===== src/rtl/core_seq_ctrl.sv =====
// rtl/core_seq_ctrl.sv - multi-cycle FETCH/DECODE/EXEC/MEM/WB sequencer for the RV64 base datapath
// Drives memory handshakes and one-cycle PC/IR/RF write enables; counts retired instructions.
module core_seq_ctrl #(
  parameter int MEM_TIMEOUT = 16,
  parameter int CNT_W       = 32
) (
  input  logic             clk,
  input  logic             reset,
  input  logic             start,
  input  logic             step_mode,
  input  logic [6:0]       opcode,
  input  logic             branch_taken,
  input  logic             imem_ready,
  input  logic             dmem_ready,
  output logic             imem_req,
  output logic             ir_we,
  output logic             dmem_req,
  output logic             dmem_we,
  output logic             rf_we,
  output logic             pc_we,
  output logic             pc_sel,
  output logic             busy,
  output logic             halted,
  output logic             err_illegal,
  output logic             err_timeout,
  output logic [CNT_W-1:0] retired
);

  typedef enum logic [2:0] {
    S_IDLE, S_FETCH, S_DECODE, S_EXEC, S_MEM, S_WB, S_HALT
  } state_t;

  typedef enum logic [1:0] {
    C_ALU, C_LOAD, C_STORE, C_BRANCH
  } cls_t;

  localparam int WC_W = $clog2(MEM_TIMEOUT) + 1;
  localparam logic [WC_W-1:0] WC_LIMIT = WC_W'(MEM_TIMEOUT - 1);

  state_t           state_q, state_d;
  cls_t             cls_q, cls_d;
  logic [WC_W-1:0]  wait_cnt_q, wait_cnt_d;
  logic             err_illegal_q, err_illegal_d;
  logic             err_timeout_q, err_timeout_d;
  logic [CNT_W-1:0] retired_q, retired_d;

  always_ff @(posedge clk) begin
    if (reset) begin
      state_q       <= S_IDLE;
      cls_q         <= C_ALU;
      wait_cnt_q    <= '0;
      err_illegal_q <= 1'b0;
      err_timeout_q <= 1'b0;
      retired_q     <= '0;
    end else begin
      state_q       <= state_d;
      cls_q         <= cls_d;
      wait_cnt_q    <= wait_cnt_d;
      err_illegal_q <= err_illegal_d;
      err_timeout_q <= err_timeout_d;
      retired_q     <= retired_d;
    end
  end

  always_comb begin
    state_d       = state_q;
    cls_d         = cls_q;
    err_illegal_d = err_illegal_q;
    err_timeout_d = err_timeout_q;
    // Counter only survives while a request is stalled, so leaving FETCH/MEM clears it
    wait_cnt_d    = '0;
    case (state_q)
      S_IDLE: if (start) state_d = S_FETCH;
      S_FETCH: begin
        if (imem_ready) begin
          state_d = S_DECODE;
        end else if (wait_cnt_q == WC_LIMIT) begin
          state_d       = S_HALT;
          err_timeout_d = 1'b1;
        end else begin
          wait_cnt_d = wait_cnt_q + WC_W'(1);
        end
      end
      S_DECODE: begin
        state_d = S_EXEC;
        case (opcode)
          7'b0110011, 7'b0010011: cls_d = C_ALU;
          7'b0000011:             cls_d = C_LOAD;
          7'b0100011:             cls_d = C_STORE;
          7'b1100011:             cls_d = C_BRANCH;
          7'b1110011:             state_d = S_HALT;
          default: begin
            state_d       = S_HALT;
            err_illegal_d = 1'b1;
          end
        endcase
      end
      S_EXEC: begin
        case (cls_q)
          C_ALU:   state_d = S_WB;
          C_LOAD:  state_d = S_MEM;
          C_STORE: state_d = S_MEM;
          default: state_d = step_mode ? S_IDLE : S_FETCH;
        endcase
      end
      S_MEM: begin
        if (dmem_ready) begin
          state_d = (cls_q == C_LOAD) ? S_WB : (step_mode ? S_IDLE : S_FETCH);
        end else if (wait_cnt_q == WC_LIMIT) begin
          state_d       = S_HALT;
          err_timeout_d = 1'b1;
        end else begin
          wait_cnt_d = wait_cnt_q + WC_W'(1);
        end
      end
      S_WB:    state_d = step_mode ? S_IDLE : S_FETCH;
      S_HALT:  state_d = S_HALT;
      default: state_d = S_IDLE;
    endcase
  end

  always_comb begin
    imem_req = (state_q == S_FETCH);
    ir_we    = (state_q == S_FETCH) && imem_ready;
    dmem_req = (state_q == S_MEM);
    dmem_we  = (state_q == S_MEM) && (cls_q == C_STORE);
    rf_we    = (state_q == S_WB);
    pc_we    = (state_q == S_WB)
             || ((state_q == S_EXEC) && (cls_q == C_BRANCH))
             || ((state_q == S_MEM) && (cls_q == C_STORE) && dmem_ready);
    pc_sel   = (state_q == S_EXEC) && (cls_q == C_BRANCH) && branch_taken;
    busy     = (state_q != S_IDLE) && (state_q != S_HALT);
    halted   = (state_q == S_HALT);
    retired_d = pc_we ? retired_q + CNT_W'(1) : retired_q;
  end

  assign err_illegal = err_illegal_q;
  assign err_timeout = err_timeout_q;
  assign retired     = retired_q;

endmodule


===== config.mk =====
export PLATFORM = sky130hd
export DESIGN_NAME = core_seq_ctrl
export DESIGN_NICKNAME = d
export VERILOG_FILES = /design/src/rtl/core_seq_ctrl.sv
export SDC_FILE = /design/constraint.sdc
export NUM_CORES = 1
export LEC_CHECK = 0
export CORE_ASPECT_RATIO = 1.75
export CORE_MARGIN = 10
export CORE_UTILIZATION = 25
export CTS_BUF_LIST = sky130_fd_sc_hd__clkbuf_16
export DETAILED_ROUTE_END_ITERATION = 10
export SYNTH_ARGS = -nofsm -noshare
export SYNTH_HDL_FRONTEND = slang
export SYNTH_SLANG_ARGS = --single-unit

===== constraint.sdc =====
create_clock -name clk -period 2.05 [get_ports clk]
set_input_delay 0.41 -clock clk [delete_from_list [all_inputs] [get_ports clk]]
set_output_delay 0.41 -clock clk [all_outputs]
set_load 0.1 [all_outputs]

==> summary.md, run 1 <==
| Metric | Value |
|---|---|
| Latest clock arrival within the worst-skew pair | 0.29 ns |
| # DRC | 0 |
| Synth area leader | dfxtp_1 |
| GP Congestion | 0.888 |
| # IOs | 57 |
| Nature of the critical path startpoint | register |
| Final Worst Setup Slack | ~0.10 ns |
| Die Wd | 94.9 um |
| Synth Flop Type | dfxtp_1 |
| Least-Margin Pin Slew | 0.640 ns |
| Post-route cell area | 0.00366 sq mm |
| Final max-slew violation count | 0 |
| CTS H-Tree Depth | 2 |
| Tot GR Track Use | 10.4% |
| Root buf cell | clkbuf_16 |
| First-pass GRT wire length | 11800 um |
| Data required, critical path | 2.23 ns |
| DP Area | 0.00346 sq mm |
| Clock sinks | 44 |
| Synth area leaders | dfxtp_1 (36%), xnor2_1 (7.9%), nor2_1 (5.8%), a21oi_1 (4.1%), a2111oi_4 (3.4%) |
| PwrDens | 522 mW/mm^2 |
| Die ar. | 0.0143 sq mm |
| Post-Syn Area per Cell | between 8 and 9 sq um |
| Number of flops mapped to enable cells by yosys | 0 |
| DP Wirelength | 5860 um |
| Layout cell share with drive strength beyond 1 | 36.5% |
| Hold Vio Cnt, Final | 0 |
| Synth Warn # | 0 |
| Final Skew | 0.00751 ns |
| Max_cap viols | 0 |
| Dpl ws | -0.362 ns |
| Vias | 2435 |
| Crit path max fanout | 5 |
| Hold_buf cts | 0 |
| Vias in the first global route | 2446 |
| Routed Antenna Nets | 0 |
| Final wirelength | 7540 um |
| Asr flop ratio synth | 0% |
| Core Region | between 0.009 and 0.01 sq mm |
| Iteration-0 DRC Markers | 98 |
| Vert. Die Dim | 151 um |
| Nature of the critical path endpoint | register |
| Synthesized area | 0.00245 sq mm |
| RSZ-0062 raised after global routing | yes |
| Layout area overhead | 49.3% |
| Crit path DAT | between 2 and 2.5 ns |
| Number of diodes | 0 |
| Worst min path class | register to register |
| CTS tree | built |
| Syn_nets | 309 |
| Hold slack | 0.429 ns |
| Slew margin rel. | between 50% and 60% |
| Met3 WL | 318 um |
| Area of the multi-input gates | 0.00153 sq mm |
| Yosys reg bits | 44 |
| Cts bufs inserted | 5 |
| WL/cell | 15.2 um |
| Fmax | 0.513 GHz |
| Cells after Synth | 293 |
| Setup Viol. Count Final | 0 |
| Vias per inst | just under 5 |
| Num rows | 47 |
| Worst vdd ir | 327 uV |
| Core Util, Final | 38.4% |
| Tcrit/Tclk final | 95.1% |
| Leakage | 1.32 nW |
| Synth top area share | 35.9% |
| Setup TNS | 0 ns |
| Pin count of the biggest net entering global routing | 19 |
| Nets | 388 |
| Clock Pin Slew Worst Setup and Hold Paths | about 0.06 ns |
| Run status | finished clean |
| # port buffers | 56 |
| WL met2 | 4130 um |
| Clock Path Buffers | 2 |
| FILL cells | 999 |
| Yosys cell types | 57 |
| Metal-1 WL | 2910 um |
| Drt pass-1 iters | 4 |
| Starting Density | 25.7% |
| Grt total ovfl | 0 |
| Top sig layer | met4 |
| Sequential cell area | 975 sq um |
| Tmin final | 1.95 ns |
| CP Class | register to register |
| Seq/Total Area, Yosys | 35.9% |
| Initial antenna violation count | 0 |
-- logic make-up after synthesis --
family | after synthesis | share of synthesized area (%)
buffers and inverters | 30 | 4.95
adders and majority gates | 2 | 1.02
muxes | 1 | 0.459
DFF | 44 | 35.9
xor gates and xnor gates | 24 | 8.58
AOI/OAI and AO/OA | 68 | 21.3
and+or+nand+nor | 124 | 27.8
-- critical path, cell delays in order (launching register included) --
cell and delay (ns):
dfxtp_4 0.37, and4_1 0.28, o2111ai_2 0.24, a2111oi_1 0.57, buf_4 0.20, xnor2_1 0.11
nor2_1 0.05
-- final timing paths --
kind / slack (ns) / cells past startpoint / start / to
worst min register to register: 0.43 / 2 / wait_cnt_q[4]$_SDFF_PP0_ / wait_cnt_q[4]$_SDFF_PP0_
worst max-delay path: 0.1 / 6 / retired[3]$_SDFFE_PP0P_ / retired[15]$_SDFFE_PP0P_
worst max register to register: 0.1 / 6 / retired[3]$_SDFFE_PP0P_ / retired[15]$_SDFFE_PP0P_
worst min-delay path: 0.43 / 2 / wait_cnt_q[4]$_SDFF_PP0_ / wait_cnt_q[4]$_SDFF_PP0_
-- report_power, final --
group          internal [mW]  total [mW]  switching, mW  leakage [nW]
clock network          0.443       0.771          0.328        0.0710
logic                  0.116       0.294          0.178         0.869
registers              0.834       0.844        0.00945         0.377
-- layout make-up --
type / count / area share [%]
Clock inverter: 3 / 0.376
Sequential cell: 44 / 26.6
Timing Repair Buffer: 89 / 22.3
Tap cell: 122 / 4.17
Inverter: 12 / 1.37
Clock buffer: 5 / 3.42
Multi-Input combinational cell: 220 / 41.7
-- metrics by stage --
stage	power (mW)	instances
after floorplan	1.03	293
after global placement	1.15	483
after detailed placement	1.15	483
after CTS	1.93	493
after global routing	1.98	495
final	1.91	495
-- cell usage after synthesis (all sizes together), types with 3 or more instances --
master	number
a2111oi	10
a211oi	6
a21oi	20
a31oi	3
and3	4
and4	4
buf	8
clkbuf	10
dfxtp	44
inv	12
nand2	19
nand2b	6
nand3	14
nand3b	4
nand4	5
nor2	38
nor2b	5
nor3b	3
o21ai	13
o31ai	4
or3	8
or4	4
xnor2	22
-- sequential cells by signal, summed over array words and instances, names as in the netlist --
register     flops
wait_cnt_q       5
err_illegal      1
state_q          3
err_timeout      1
cls_q            2
retired         32
-- layout by cell type (no fill, tap or decap), types with 4 or more instances in the layout --
| cell type | Yosys | layout |
|---|---|---|
| clkbuf_16 | 0 | 5 |
| clkdlybuf4s50_1 | 0 | 12 |
| buf_12 | 0 | 9 |
| or3_1 | 8 | 8 |
| and4_1 | 4 | 4 |
| a21oi_1 | 20 | 20 |
| nand2_1 | 18 | 16 |
| nand3_1 | 14 | 14 |
| dfxtp_2 | 0 | 9 |
| nand3b_1 | 4 | 4 |
| o21ai_0 | 5 | 5 |
| buf_4 | 1 | 66 |
| xnor2_1 | 22 | 22 |
| o31ai_1 | 4 | 4 |
| nand4_1 | 4 | 4 |
| nand2b_1 | 6 | 4 |
| dfxtp_1 | 44 | 13 |
| a211oi_1 | 6 | 6 |
| and3_1 | 4 | 4 |
| inv_1 | 11 | 11 |
| nor2_1 | 38 | 37 |
| nor2b_1 | 4 | 4 |
| dfxtp_4 | 0 | 22 |
| o21ai_1 | 7 | 7 |
-- per-layer routing --
layer | global-route usage (%) | up-vias
met1 | 10.0 | 1156
met3 | 2.03 | 12
met2 | 19.9 | 52
met5 | 0 | -
met4 | 5.64 | 0
li1 | - | 1215
-- what timing repair did --
action,in CTS,in global routing
pin swaps,1,1
endpoints found under the setup margin,2,13
setup buffers,2,1
gates cloned,0,1
gates resized for setup,4,7
(Power assumes the default switching activity.)
==> run 2: changes to the inputs <==
- CAP_MARGIN: not set -> 40
==> results of run 2 <==
The final DEF is identical to that of run 1; final timing and power are the same.
==> run 3: changes to the inputs <==
- CORE_UTILIZATION: 25 -> 50
- PLACE_DENSITY: not set -> 0.8
==> run 3 against run 2 <==
  * Critical path depth unchanged
  * Setup slack worse by 0.049 ns
  * Clock-buffer cell count unchanged
  * Die area is 43% lower
  * Critical endpoint is now pc_we
==> summary.md, run 3 (same netlist as run 1, synthesis figures left out) <==
| Metric | Value |
|---|---|
| # IOs | 57 (unchanged) |
| # DRC | 0 (unchanged) |
| Layout cell share with drive strength beyond 1 | 37.0% (was 36.5%) |
| Routed Antenna Nets | 0 (unchanged) |
| Num rows | 33 (was 47) |
| Nets | 388 (unchanged) |
| Placed Instances | 413 (was 483) |
| Vias per inst | 5.90 (was 4.92) |
| Nature of the critical path startpoint | register (unchanged) |
| WL/cell | 18.1 um (was 15.2 um) |
| Fmax | 0.500 GHz (was 0.513 GHz) |
| Core Util, Final | 77.4% (was 38.4%) |
| Setup Viol. Count Final | 0 (unchanged) |
| CP max-delay cell | dfxtp_2 (was a2111oi_1) |
| Clock sinks | 44 (unchanged) |
| Hold Vio Cnt, Final | 0 (unchanged) |
| PwrDens | 567 mW/mm^2 (was 522 mW/mm^2) |
| Most frequent CP cell | buf_12 |
| Crit path DAT | 1.59 ns (was 2.13 ns) |
| Switching Fraction | 25.9% (was 27.0%) |
| Largest delay share family, worst path | buffers and inverters (was compound AO/OA/AOI/OAI gates) |
| Root buf cell | clkbuf_16 (unchanged) |
| Crit path max fanout | 5 (unchanged) |
| Layout area overhead | 48.6% (was 49.3%) |
| Critical path, cell by cell | buf_4 > and4bb_2 > o21ai_4 > nand2_4 > buf_12 > buf_12 (was and4_1 > o2111ai_2 > a2111oi_1 > buf_4 > xnor2_1 > nor2_1) |
| Final max-slew violation count | 0 (unchanged) |
| Area of the multi-input gates | 0.00151 sq mm (was 0.00153 sq mm) |
| First-pass GRT wire length | 12600 um (was 11800 um) |
| Starting Density | 52.1% (was 25.7%) |
| Max incr delay on CP | 0.36 ns (was 0.57 ns) |
| Pin count of the biggest net entering global routing | 17 (was 19) |
| Nature of the critical path endpoint | output pin (was register) |
| Largest register FFs | 32 (unchanged) |
| Number of diodes | 0 (unchanged) |
| Finished Layout Cells | 425 (was 495) |
| Max_cap viols | 0 (unchanged) |
| Iteration-0 DRC Markers | 108 (was 98) |
| Worst min path class | register to register (unchanged) |
| Final Worst Setup Slack | 0.0509 ns (was 0.100 ns) |
| Most frequent cells in the layout | buf_4 (63), nor2_1 (37), xnor2_1 (22), dfxtp_4 (22), a21oi_1 (20) (was buf_4 (66), nor2_1 (37), xnor2_1 (22), dfxtp_4 (22), a21oi_1 (20)) |
| Comb pwr share | 14.9% (was 15.4%) |
| CTS H-Tree Depth | 2 (unchanged) |
| Tmin final | 2.00 ns (was 1.95 ns) |
| Tot GR Track Use | 18.8% (was 10.4%) |
| Clock Pin Slew Worst Setup and Hold Paths | 0.06 ns (about the same) |
| Vert. Die Dim | 113 um (was 151 um) |
| GP Congestion | 0.873 (was 0.888) |
| Drt pass-1 iters | 4 (unchanged) |
| Cts bufs inserted | 5 (unchanged) |
| Slew margin rel. | 51.1% (was 56.8%) |
| Net Sw Power | 0.534 mW (was 0.516 mW) |
| Least-Margin Pin Slew | 0.724 ns (was 0.640 ns) |
| Worst vdd ir | 601 uV (was 327 uV) |
| Tcrit/Tclk final | 97.5% (was 95.1%) |
| Initial antenna violation count | 0 (unchanged) |
| Vias in the first global route | 2509 (was 2446) |
| Final Skew | 0.00545 ns (was 0.00751 ns) |
| Dpl ws | -0.177 ns (was -0.362 ns) |
| Die Wd | 72.9 um (was 94.9 um) |
| Core Region | 0.00471 sq mm (was 0.00953 sq mm) |
| Leakage | 1.35 nW (was 1.32 nW) |
| Data required, critical path | 1.64 ns (was 2.23 ns) |
| Clock power frac | 44.2% (was 40.4%) |
| DP Area | 0.00341 sq mm (was 0.00346 sq mm) |
| Clock Path Buffers | 2 (unchanged) |
| Sequential share of power | 40.9% (was 44.2%) |
| Die ar. | 0.00821 sq mm (was 0.0143 sq mm) |
| Grt total ovfl | 0 (unchanged) |
| Post-route cell area | 0.00364 sq mm (was 0.00366 sq mm) |
| # port buffers | 56 (unchanged) |
| FILL cells | 324 (was 999) |
| Latest clock arrival within the worst-skew pair | 0.29 ns (about the same) |
| CTS tree | built (unchanged) |
| Cell internal pwr | 1.53 mW (was 1.39 mW) |
| Sequential cell area | 977 sq um (was 975 sq um) |
| Final wirelength | 7710 um (was 7540 um) |
| CP Class | register to output pin (was register to register) |
| RSZ-0062 raised after global routing | no (was yes) |
| Vias | 2508 (was 2435) |
| DP Wirelength | 5600 um (was 5860 um) |
| Worst Path Buf+Inv | 3 (was 1) |
| Commonest non-fill, non-tap cell in the layout | buf_4 (unchanged) |
| Run status | finished clean (unchanged) |
-- run 3: worst reg2reg max path, cell delays in order (launching register included) --
cell and delay (ns):
dfxtp_2 0.34, buf_4 0.15, and4bb_2 0.33, o21ai_4 0.08, buf_4 0.16, a2111oi_0 0.55, xnor2_1 0.19, nor2_1 0.06
-- run 3: worst paths after layout --
path | from | cells past startpoint | end | slack [ns]
max reg2reg | state_q[1]$_SDFFE_PP0P_ | 7 | retired[14]$_SDFFE_PP0P_ | 0.09
min | wait_cnt_q[4]$_SDFF_PP0_ | 2 | wait_cnt_q[4]$_SDFF_PP0_ | 0.43
min reg2reg | wait_cnt_q[4]$_SDFF_PP0_ | 2 | wait_cnt_q[4]$_SDFF_PP0_ | 0.43
max | state_q[1]$_SDFFE_PP0P_ | 6 | pc_we | 0.05
-- run 3: power groups by stage --
| stage | Clock [mW] | Combinational [mW] | Sequential, mW |
|---|---|---|---|
| floorplan | 0 | 0.169 | 0.865 |
| global placement | 0 | 0.297 | 0.861 |
| detailed placement | 0 | 0.299 | 0.862 |
| CTS | 0.924 | 0.301 | 0.842 |
| global route | 0.944 | 0.325 | 0.844 |
| finish | 0.912 | 0.308 | 0.844 |
-- run 3: metal layers --
layer	part of all wire (%)	up-vias	wire, um	GRT usage, %
met5	0	-	0	0
met1	34	1193	2640	17.6
met4	3.6	0	276	7.12
met2	58	84	4440	36.9
li1	-	1209	-	-
met3	4.5	22	345	3.70
-- run 3: layout make-up --
cell class | count | share of cell area, %
inverters | 12 | 1.37
clock inverters | 3 | 1.17
flip-flops and latches | 44 | 26.8
repair buffers | 90 | 23.8
well taps | 52 | 1.79
multi-input cells | 219 | 41.6
clock buffers | 5 | 3.44
-- run 3: per-stage QoR --
step	setup TNS [ns]	hold slack (ns)	power (mW)
finish	0	0.435	2.06
global route	0	0.457	2.11
CTS	0	0.439	2.07
detailed placement	-2.91	0.421	1.16
global placement	-1.96	0.423	1.16
floorplan	-0.125	0.410	1.03
-- run 3: what timing repair did --
item,in CTS,in global routing
setup endpoints to repair,2,17
resized for setup,4,8
buffers inserted,1,3
pin swaps,1,3
hold buffers,0,0
==> patch 1 (config.mk and constraints of run 2) <==
Register the input `step_mode` before use, without a reset. The logic sees it one clock later. The other inputs are not delayed to match.
--- a/src/rtl/core_seq_ctrl.sv
+++ b/src/rtl/core_seq_ctrl.sv
@@ -36,6 +36,12 @@
 
   localparam int WC_W = $clog2(MEM_TIMEOUT) + 1;
   localparam logic [WC_W-1:0] WC_LIMIT = WC_W'(MEM_TIMEOUT - 1);
+
+  logic step_mode_q;
+
+  always_ff @(posedge clk) begin
+    step_mode_q <= step_mode;
+  end
 
   state_t           state_q, state_d;
   cls_t             cls_q, cls_d;
@@ -100,12 +106,12 @@
           C_ALU:   state_d = S_WB;
           C_LOAD:  state_d = S_MEM;
           C_STORE: state_d = S_MEM;
-          default: state_d = step_mode ? S_IDLE : S_FETCH;
+          default: state_d = step_mode_q ? S_IDLE : S_FETCH;
         endcase
       end
       S_MEM: begin
         if (dmem_ready) begin
-          state_d = (cls_q == C_LOAD) ? S_WB : (step_mode ? S_IDLE : S_FETCH);
+          state_d = (cls_q == C_LOAD) ? S_WB : (step_mode_q ? S_IDLE : S_FETCH);
         end else if (wait_cnt_q == WC_LIMIT) begin
           state_d       = S_HALT;
           err_timeout_d = 1'b1;
@@ -113,7 +119,7 @@
           wait_cnt_d = wait_cnt_q + WC_W'(1);
         end
       end
-      S_WB:    state_d = step_mode ? S_IDLE : S_FETCH;
+      S_WB:    state_d = step_mode_q ? S_IDLE : S_FETCH;
       S_HALT:  state_d = S_HALT;
       default: state_d = S_IDLE;
     endcase
Function: changed (a bounded check fails within 10 cycles, from zero or initial values and one cycle with reset high).
==> patch 1 against run 2 <==
  * Final cell count fell by 3.4%
  * Routed wire length fell by 7.3%
  * Synthesized area fell by 5.4%
  * Die area fell by 4.5%
  * Critical path type unchanged
  * Design area fell by 5.8%
  * Setup slack got worse by 24 ps
  * Critical path depth did not move
  * Sequential cell count rose by 1
  * Largest cell class unchanged
  * Critical endpoint is now retired[30]
  * Highest routed layer unchanged
  * Total power rose by 0.36%
==> patch 1: results (changes against run 2) <==
Largest net degree at the start of global routing: 27 (+8)
Worst vdd ir: 393.2 uV (+20%)
Final net count: 373 (-3.9%)
Xor-xnor portion of the synthesized cell area: 0.1171 (+0.03135)
Total detailed-routing wirelength: 6.993 mm (-7.3%)
First-pass GRT wire length: 11.40 mm (-3.6%)
Metal2 WL: 3.789 mm (-8.3%)
LEAKAGE: 1.225 nW (-7.0%)
Syn nets: 300 (-2.9%)
Crit path largest cell delay: 530 ps (-40 ps)
Worst hold slack: 429.7 ps (+0.3340 ps)
Met1 Routed Length: 2.782 mm (-4.3%)
Worst-margin pin slew: 534.7 ps (-105.7 ps)
Crit Path Max Fanout: 6 (+1)
Pre-CTS setup slack: -444.8 ps (-83.02 ps)
DP HPWL: 5.482 mm (-6.5%)
Post-synthesis async set-or-reset flop share: 0 (unchanged)
GPL Wtd Cong: 0.8290 (-6.6%)
Iter 0 DRT Violations: 98 (unchanged)
GR Util All Layers: 0.1039 (-0.0003562)
Worst reg2reg setup slack: 80 ps (-20 ps)
Clock Pin Slew Worst Setup and Hold Paths: 60 ps (about the same)
Compound-cell area share of the yosys netlist: 0.1862 (-0.02668)
Worst R2R Start: retired[16]
Max Clock Skew: 6.550 ps (-0.9559 ps)
Worst EP arrival: 2150 ps (+20 ps)
Status: complete, no violations
Commonest cells post-synth: dfxtp_1, nor2_1, xnor2_1
Count of cell types in the netlist: 41 (-28%)
Critical R2R Capture: retired[30]
Fill cells: 925 (-7.4%)
Sequential fraction of the synthesis area: 0.3886 (+0.02919)
Adder-cell area share of the yosys netlist: 0.01079 (+0.0005840)
## patch 1: worst max-delay path by stage
| stage | startpoint | endpoint | slack [ps] | cells after the start |
|---|---|---|---|---|
| finish | retired[16] | retired[30] | 80 | 6 |
| global route | retired[15] | retired[28] | -10 | 6 |
| CTS | state_q[0] | dmem_we | 80 | 5 |
| detailed placement | dmem_ready | retired[30] | -440 | 7 |
| global placement | dmem_ready | retired[30] | -400 | 7 |
| floorplan | state_q[0] | dmem_we | -80 | 4 |
## patch 1: power by group
part / switching, mW / internal (mW) / leakage (nW)
clock network: 0.329 / 0.439 / 0.0738
registers: 0.00750 / 0.862 / 0.382
logic: 0.168 / 0.110 / 0.769
total: 0.505 / 1.41 / 1.23
## patch 1: cells by family after synthesis
logic type      count (synthesis)
simple gates                  120
compound gates                 64
flops                          45
xor+xnor                       31
buf+inv                        22
fa+ha+maj                       2
## patch 1: through the flow
step	power, mW	setup TNS [ps]	cells	instance area (sq um)	util
2_1_floorplan	1.058	-81.48	284	2442	-
3_3_place_gp	1.164	-4369	468	3281	0.3631
3_5_place_dp	1.167	-4586	468	3281	0.3631
4_1_cts	1.946	0	477	3438	0.3805
5_1_grt	1.982	-13.80	478	3447	0.3815
6_report	1.915	0	478	3447	0.3815
## patch 1: worst max-delay path: cells and delay by family, from the launching register on
| kind | cells | cell delay, ps |
|---|---|---|
| AOI/OAI and AO/OA | 1 | 530 |
| xor gates and xnor gates | 1 | 110 |
| buffers and inverters | 1 | 210 |
| DFF | 1 | 380 |
| and+or+nand+nor | 3 | 630 |
## patch 1: routing by layer
layer | track usage | vias up
met4 | 0.06047 | 0
met5 | 0 | -
li1 | - | 1166
met1 | 0.1056 | 1060
met2 | 0.1877 | 45
met3 | 0.02231 | 11
## patch 1: repair_timing
item | in CTS | in global routing
setup endpoints to repair | 6 | 3
gates resized for setup | 6 | 1
gates cloned | 0 | 0
buffers inserted | 1 | 1
pin swaps | 1 | 1
endpoints found under the hold margin | 0 | 0
## patch 1: area by class of cell
type	count	area share
Sequential cell	45	0.2831
Timing Repair Buffer	81	0.2229
Clock inverter	3	0.003267
Tap cell	120	0.04356
Clock buffer	5	0.03630
Inverter	7	0.008348
Multi-Input combinational cell	217	0.4025
==> patch 2 (settings of run 2) <==
Made on the original files. The parameter `MEM_TIMEOUT` goes from 16 to 8.
--- a/src/rtl/core_seq_ctrl.sv
+++ b/src/rtl/core_seq_ctrl.sv
@@ -1,7 +1,7 @@
 // rtl/core_seq_ctrl.sv - multi-cycle FETCH/DECODE/EXEC/MEM/WB sequencer for the RV64 base datapath
 // Drives memory handshakes and one-cycle PC/IR/RF write enables; counts retired instructions.
 module core_seq_ctrl #(
-  parameter int MEM_TIMEOUT = 16,
+  parameter int MEM_TIMEOUT = 8,
   parameter int CNT_W       = 32
 ) (
   input  logic             clk,
Function: changed (a bounded check fails within 10 cycles, from zero or initial values and one cycle with reset high).
==> patch 2 against run 2 <==
  * Register-to-register slack better by 80 ps
  * Sequential cell count is 1 lower
  * Setup slack worse by 16 ps
  * Final cell count is 2.4% lower
  * Routed wire length is 5.7% lower
  * Highest routed layer unchanged
  * Sequential share of layout area is 1.0 points lower
  * Total power is 4.4% higher
  * Synthesized area is 0.71% higher
  * Combinational power is 8.8% lower
  * Core utilization is 1.3 points lower
  * Critical endpoint is now pc_we
  * Non-clock buffer count is 10 lower
  * Clock skew is 3.8 ps lower
  * Design area is 0.62% lower
  * Largest power group is now the clock network
==> patch 2: results (changes against run 2) <==
Maximum clock insertion buffer count: 2 (unchanged)
Multi-input gate area: 1567 sq um (+2.5%)
Iter 0 DRT Violations: 54 (-45%)
Initial antenna violation count: 0 (unchanged)
Clock Pin Slew Worst Setup and Hold Paths: 60 ps (about the same)
Share of layout cells above drive strength 1: 0.3631 (-0.001483)
Pre-CTS setup slack: -285.2 ps (+76.59 ps)
Via count: 2,325 (-4.5%)
Syn nets: 302 (-2.3%)
GPL Wtd Cong: 0.8242 (-7.1%)
Htree depth: 2 (unchanged)
Status: complete, no violations
Synth area leaders: dfxtp_1, xnor2_1, nor2_1
Post-synthesis async set-or-reset flop share: 0 (unchanged)
LEAKAGE: 1.346 nW (+2.2%)
Worst EP arrival: 1560 ps (-570 ps)
Crit Path Max Fanout: 15 (+10)
Fill cells: 1,003 (+0.40%)
Sequential fraction of the synthesis area: 0.3487 (-0.01066)
CTS root buffer: clkbuf_16
Largest net degree at the start of global routing: 26 (+7)
Slowest cell on crit path: dlygate4sd2_1
Power Internal: 1.499 mW (+7.6%)
First-pass GRT wire length: 11.51 mm (-2.6%)
Warnings, synthesis: 0 (unchanged)
Inserted Clock Buffers: 5 (unchanged)
DR WL/cell: 14.72 um (-3.4%)
Cell count after synthesis: 286 (-2.4%)
Max Clock Skew: 3.684 ps (-3.822 ps)
Final net count: 373 (-3.9%)
Crit path largest cell delay: 250 ps (-320 ps)
Number of placed cells counting well taps: 472 (-2.3%)
Detailed Routing Iterations Pass 1: 4 (unchanged)
Commonest cells post-synth: dfxtp_1, nor2_1, xnor2_1
Count of cell types in the netlist: 51 (-11%)
Largest register FFs: 32 (unchanged)
Area post-placement: 3427 sq um (-1.1%)
DP HPWL: 5.617 mm (-4.2%)
Clk_lat worst skew: 280 ps
CP delay by family, top: buffers and inverters
Via/cell ratio: 4.814 (-2.1%)
Worst-margin pin slew: 603.1 ps (-37.28 ps)
HP Class: flop to flop
GR Util All Layers: 0.1003 (-0.004027)
Number of global-route vias before repair: 2,391 (-2.2%)
Worst vdd ir: 393.4 uV (+20%)
[patch 2: final timing paths]
check / start / end / slack, ps / depth (start not counted)
max: dmem_ready / pc_we / 80 / 7
max reg2reg: retired[12] / retired[31] / 180 / 6
min reg2reg: wait_cnt_q[0] / wait_cnt_q[0] / 460 / 1
min: wait_cnt_q[0] / wait_cnt_q[0] / 460 / 1
[patch 2: cell type report]
type	instances	area share
inverters	10	0.01238
well taps	125	0.04300
multi-input cells	218	0.4307
flip-flops and latches	43	0.2559
repair buffers	79	0.2129
clock buffers	5	0.03440
clock inverters	3	0.01066
[patch 2: routing by layer]
layer,routed length [um],track usage
met3,335,0.02269
met1,2612,0.09816
met2,4025,0.1935
met5,0,0
met4,138,0.03910
[patch 2: cells by family (layout without fill, tap and decap cells)]
logic type | count (synthesis) | count (layout) | synth area share
multiplexers | 4 | 4 | 0.01825
AND/OR/NAND/NOR | 128 | 128 | 0.2823
AO/OA/AOI/OAI | 57 | 57 | 0.2017
flip-flops | 43 | 43 | 0.3487
buffers and inverters | 25 | 97 | 0.04308
adder cells (fa/ha/maj) | 2 | 2 | 0.01014
XOR/XNOR | 27 | 27 | 0.09579
[patch 2: repair_timing]
| action | 4_1_cts | 5_1_grt |
|---|---|---|
| hold buffers | 0 | 0 |
| setup endpoints to repair | 2 | 5 |
| buffers inserted | 3 | 0 |
| pin swaps | 1 | 1 |
| resized for setup | 2 | 6 |
[patch 2: power groups by stage]
stage | combinational (mW) | sequential [mW] | clock (mW)
floorplan | 0.148 | 0.859 | 0
global route | 0.284 | 0.832 | 0.955
CTS | 0.266 | 0.830 | 0.929
detailed placement | 0.265 | 0.849 | 0
global placement | 0.264 | 0.849 | 0
finish | 0.268 | 0.831 | 0.893
